==> src/rtl/design_exmpl_param_rtl.sv <==
// Start/count/flag control datapath. A loaded counter steps up or down once per clock and
// samples one bit into E. When the pre-step value matches STOP_MASK it passes through FLAG, which sets F.
module design_exmpl_param_rtl #(
    parameter int               WIDTH     = 4,
    parameter int               E_BIT     = 2,
    parameter logic [WIDTH-1:0] STOP_MASK = WIDTH'(4'b1100)
) (
    input  logic             clk_i,
    input  logic             rst_i,
    input  logic             start_i,
    input  logic             abort_i,
    input  logic             dir_i,
    input  logic [WIDTH-1:0] init_i,
    output logic [WIDTH-1:0] A_o,
    output logic             E_o,
    output logic             F_o,
    output logic             busy_o,
    output logic             done_o,
    output logic [WIDTH:0]   cycles_o
);

    typedef enum logic [1:0] {
        IDLE  = 2'd0,
        COUNT = 2'd1,
        FLAG  = 2'd2
    } state_t;

    state_t           state_q, state_d;
    logic [WIDTH-1:0] a_q, a_d;
    logic             e_q, e_d;
    logic             f_q, f_d;
    logic             dir_q, dir_d;
    logic             done_q, done_d;
    logic [WIDTH:0]   cycles_q, cycles_d;
    logic             stop_hit;

    // The stop test uses the value before this cycle's step.
    assign stop_hit = (a_q & STOP_MASK) == STOP_MASK;

    always_comb begin
        // NOTE: every _d gets its hold value first, so no path through the case can infer a latch.
        state_d  = state_q;
        a_d      = a_q;
        e_d      = e_q;
        f_d      = f_q;
        dir_d    = dir_q;
        cycles_d = cycles_q;
        done_d   = 1'b0;

        unique case (state_q)
            IDLE: begin
                if (start_i) begin
                    a_d      = init_i;
                    f_d      = 1'b0;
                    cycles_d = '0;
                    dir_d    = dir_i;
                    state_d  = COUNT;
                end
            end
            COUNT: begin
                if (abort_i) begin
                    state_d = IDLE;
                end else begin
                    a_d      = dir_q ? a_q - 1'b1 : a_q + 1'b1;
                    e_d      = a_q[E_BIT];
                    cycles_d = cycles_q + 1'b1;
                    if (stop_hit) begin
                        state_d = FLAG;
                    end
                end
            end
            FLAG: begin
                f_d     = 1'b1;
                done_d  = 1'b1;
                state_d = IDLE;
            end
            default: state_d = IDLE;
        endcase
    end

    // NOTE: non-blocking assignments here, so every register updates from the same pre-edge values.
    always_ff @(posedge clk_i or posedge rst_i) begin
        if (rst_i) begin
            state_q  <= IDLE;
            a_q      <= '0;
            e_q      <= 1'b0;
            f_q      <= 1'b0;
            dir_q    <= 1'b0;
            done_q   <= 1'b0;
            cycles_q <= '0;
        end else begin
            state_q  <= state_d;
            a_q      <= a_d;
            e_q      <= e_d;
            f_q      <= f_d;
            dir_q    <= dir_d;
            done_q   <= done_d;
            cycles_q <= cycles_d;
        end
    end

    assign A_o      = a_q;
    assign E_o      = e_q;
    assign F_o      = f_q;
    assign busy_o   = (state_q != IDLE);
    assign done_o   = done_q;
    assign cycles_o = cycles_q;

endmodule

==> config.mk <==
export PLATFORM = sky130hd
export DESIGN_NAME = design_exmpl_param_rtl
export DESIGN_NICKNAME = d
export VERILOG_FILES = /design/src/rtl/design_exmpl_param_rtl.sv
export SDC_FILE = /design/constraint.sdc
export NUM_CORES = 1
export LEC_CHECK = 0
export ABC_AREA = 1
export CORE_MARGIN = 2
export CORE_UTILIZATION = 55
export DETAILED_ROUTE_END_ITERATION = 6
export DONT_BUFFER_PORTS = 1
export PLACE_DENSITY = 0.7
export SLEW_MARGIN = 20
export SYNTH_ARGS = -nofsm -noshare
export SYNTH_HDL_FRONTEND = slang
export SYNTH_SLANG_ARGS = --single-unit
==> constraint.sdc <==
create_clock -name clk_i -period 3.2 [get_ports clk_i]
set_input_delay 0.8 -clock clk_i [delete_from_list [all_inputs] [get_ports clk_i]]
set_output_delay 0.8 -clock clk_i [all_outputs]
set_load 0.005 [all_outputs]
Yosys cells after proc, flatten, opt, wreduce, memory -nomap -nowiden. Index checks and enable logic that the tools add are counted.

Register bits after elaboration: 15.

$add $sub $neg: 3. Eq/ne operators: 6. Muxes and demuxes: 14. Bitwise logic cells: 1. Reduce and logical (&&, ||, !) cells: 9.

Operator list (count): $mux W4 (3); $mux W5 (2); $pmux W5 S2 (1); $pmux W4 S2 (1); $reduce_and A2 Y1 (4); $mux W2 (3); $reduce_bool A2 Y1 (3); $add A5 B1 Y5 const B (1); $add A4 B1 Y4 const B (1); $eq A2 B2 Y1 const B (2); $ne A2 B2 Y1 const B (2); $pmux W2 S2 (1); $sub A4 B1 Y4 const B (1); $ne A3 B3 Y1 const B (1); $reduce_and A3 Y1 (1); $eq A2 B1 Y1 const B (1); $logic_not A2 Y1 (1); $mux W1 (2); $pmux W1 S2 (1); $not A1 Y1 (1).

Logic depth before layout (Yosys ltp).
Word-level depth: 4. Gate-level depth with buffers: 8. Gate-level depth less buffers: 8.

Least setup slack after synthesis. No wires, ideal clock.

Kind: register -> output. Start point: register state_q[1]. End point: output port busy_o. Arrival time: 628 ps. Required time: 2400 ps. Slack: 1772 ps. Cell stages (with the launch flop): 3. Path buffers: 0. Path through: dfrtp_1 inv_1 nand2_1.

Longest elaborated chain between the ends: 1.

RTL lines: start, declared (RTL line 28) `state_t state_q, state_d;`; start signal, assigned (RTL line 92) `state_q <= state_d;`; $reduce_bool A2 Y1 (RTL line 105) `assign busy_o = (state_q != IDLE);`; end, declared (RTL line 17) `output logic busy_o,`.

No other way between the ends.

Worst setup path after layout. Ends and elaborated chain as after synthesis.

==> run metrics <==
initial core utilization=60.51%; clk_skew=0.001787 ns; Post-synth top cells=28 x nand2_1, 15 x dfrtp_1, 12 x inv_1; Netlist cell types=20; Die Area=1790 µm²; ys flop type=dfrtp_1; synth warn=0; post-synth top area cell=dfrtp_1; largest cells by area after synthesis=dfrtp_1 47%, nand2_1 13%, inv_1 5.6%, o21ai_0 5.0%, ha_1 4.7%; Vias=623; relative slew slack=61.24%; Post-synth EDFFs=0; Max Cap Viol=0; Vias/cell=5.417; Worst Reg-to-Reg Cells=6; initial antenna violation count=0; P_leak=0.4540 nW; status=complete, no violations; footprint of the multi-input gates=376.6 µm²; fillers=129; most frequent cell after synthesis=nand2_1; max-slew violation count=0; final setup margin=1.429 ns; Die W=42.31 µm; Cell Rows=13; clk slew on worst S/H paths=0.09 ns; CP startpoint kind=register; period utilization=55.35%; VDD IR-drop max=0.0003745 V; diode count=0; Setup CP Type=register to primary output; setup tns final=0 ns; setup repair bufs after CTS=0; Register Area=375.4 µm²; CTS H-tree lvls=1; setup violators final=0; critical path fanouts, max=5; number of DRC markers in iteration 0=8; Routed wire per std cell=12.57 µm; first-pass GRT wire length=2.490 mm; final net count=114; post-route ant nets=0; Setup WS pre-CTS=1.742 ns; syn_nets=109; f_max=564.6 MHz; clk sinks=15; sequential area share after synthesis=46.51%; Synth top area share=46.51%; worst path arrival time=0.97 ns; mapped cell area=807.0 µm²; clock tree buffer depth=2; Worst Max-Slew Pin Slew=0.5808 ns; Final Wtd Congestion=0.7592; RSZ-0062 raised after global routing=no; I/O Buffers=0; post-detail-place hpwl=1.065 mm; Clk Latency, worst-skew pair=0.29 ns; # hold bufs at CTS=0; async set-reset flop share out of synthesis=100.0%; Avg Cell Area, Syn=8.407 µm²; grt total ovfl=0; Die Ht=42.31 µm; clk root buf=clkbuf_4; DRC=0; Post-Route WL=1.445 mm; share of cells above drive strength 1=12.00%; vias in the first global route=592; Req. time, crit path=2.40 ns; P&R area growth vs syn=5.736%; Boundary Pins=22; GRT Total Usage=19.03%; pin count of the biggest net entering global routing=16; CTS tree=yes; min-delay worst type=primary input to asynchronous set/reset pin; Final Hold Violating Endpoints=0; utilization after layout=63.98%; number of buffers created by CTS=3; minimum clock period=1.771 ns; drt pass-1 iters=4; post-cts sizing count=0; PD cells=916.5 nW/µm²; Core Footprint=1334 µm²; synthesized instance count=96; crit path capture type=primary output; Yosys reg bits=15
[worst max-delay path, stage by stage, from the launching register on]
cell and delay, ns:
dfrtp_1 0.44, inv_1 0.15, nand2_1 0.09
[layout by cell type, fill, tap and decap left out]
master	instances
clkbuf_4	3
o21ai_0	8
dfrtp_1	15
nor2_2	1
inv_4	1
nand2_4	2
nand2_1	28
ha_1	3
o211ai_1	2
nor2_8	1
clkinv_2	1
inv_2	1
inv_1	12
o21ai_1	2
nand3_2	1
nor2_1	6
or2_2	1
xor2_1	1
fa_1	1
nand3_1	7
a21oi_1	1
nand4_1	2
[metal layers]
metal | GRT usage (%) | share of wire [%]
met1 | 23.76 | 46
met2 | 29.23 | 48
met3 | 5.172 | 3.9
met4 | 11.25 | 1.7
met5 | 0 | 0
[through the flow]
step / power, mW / hold slack (ns) / instances / instance area (µm²)
floorplan: 0.6051 / 0.4621 / 96 / 807.0
global placement: 0.6636 / 0.4820 / 111 / 825.8
detailed placement: 0.6768 / 0.5011 / 111 / 825.8
CTS: 0.7906 / 0.4659 / 115 / 853.3
global route: 0.8604 / 0.4716 / 115 / 853.3
finish: 0.7821 / 0.4504 / 115 / 853.3
[cell type report]
| type | instances | area share (%) |
|---|---|---|
| multi-input cells | 67 | 44.13 |
| flip-flops and latches | 15 | 43.99 |
| inverters | 14 | 6.452 |
| clock buffers | 3 | 2.639 |
| well taps | 15 | 2.199 |
| clock inverters | 1 | 0.5865 |
[report_power, final]
part | internal [mW] | total [mW] | leakage (nW) | switching [mW]
clock network | 0.0465 | 0.110 | 0.0177 | 0.0631
logic | 0.127 | 0.343 | 0.241 | 0.216
registers | 0.254 | 0.330 | 0.195 | 0.0755
total | 0.427 | 0.782 | 0.454 | 0.355
[worst paths after layout]
kind | from | end | slack, ns
worst max-delay path | state_q[1] | busy_o | 1.43
worst min-delay path | rst_i | A_o[0] | 0.45
worst max register to register | A_o[0] | A_o[2] | 1.77
worst min register to register | state_q[0] | done_o | 0.51
max in group asynchronous | rst_i | cycles_o[0] | 2.37
min in group clk_i | state_q[0] | done_o | 0.51
[kinds of logic (layout without fill, tap and decap cells)]
group	after synthesis	in the layout	synth area share [%]
AOI/OAI and AO/OA	13	13	8.681
adders and majority gates	4	4	7.132
buffers and inverters	14	18	6.821
and+or+nand+nor	49	49	29.77
xor gates and xnor gates	1	1	1.085
DFF	15	15	46.51
[flip-flops by register name, summed over array words and instances, names as in the netlist]
signal    count
A_o           4
E_o           1
F_o           1
cycles_o      5
dir_q         1
done_o        1
state_q       2
Power figures use the tool's default switching activity.
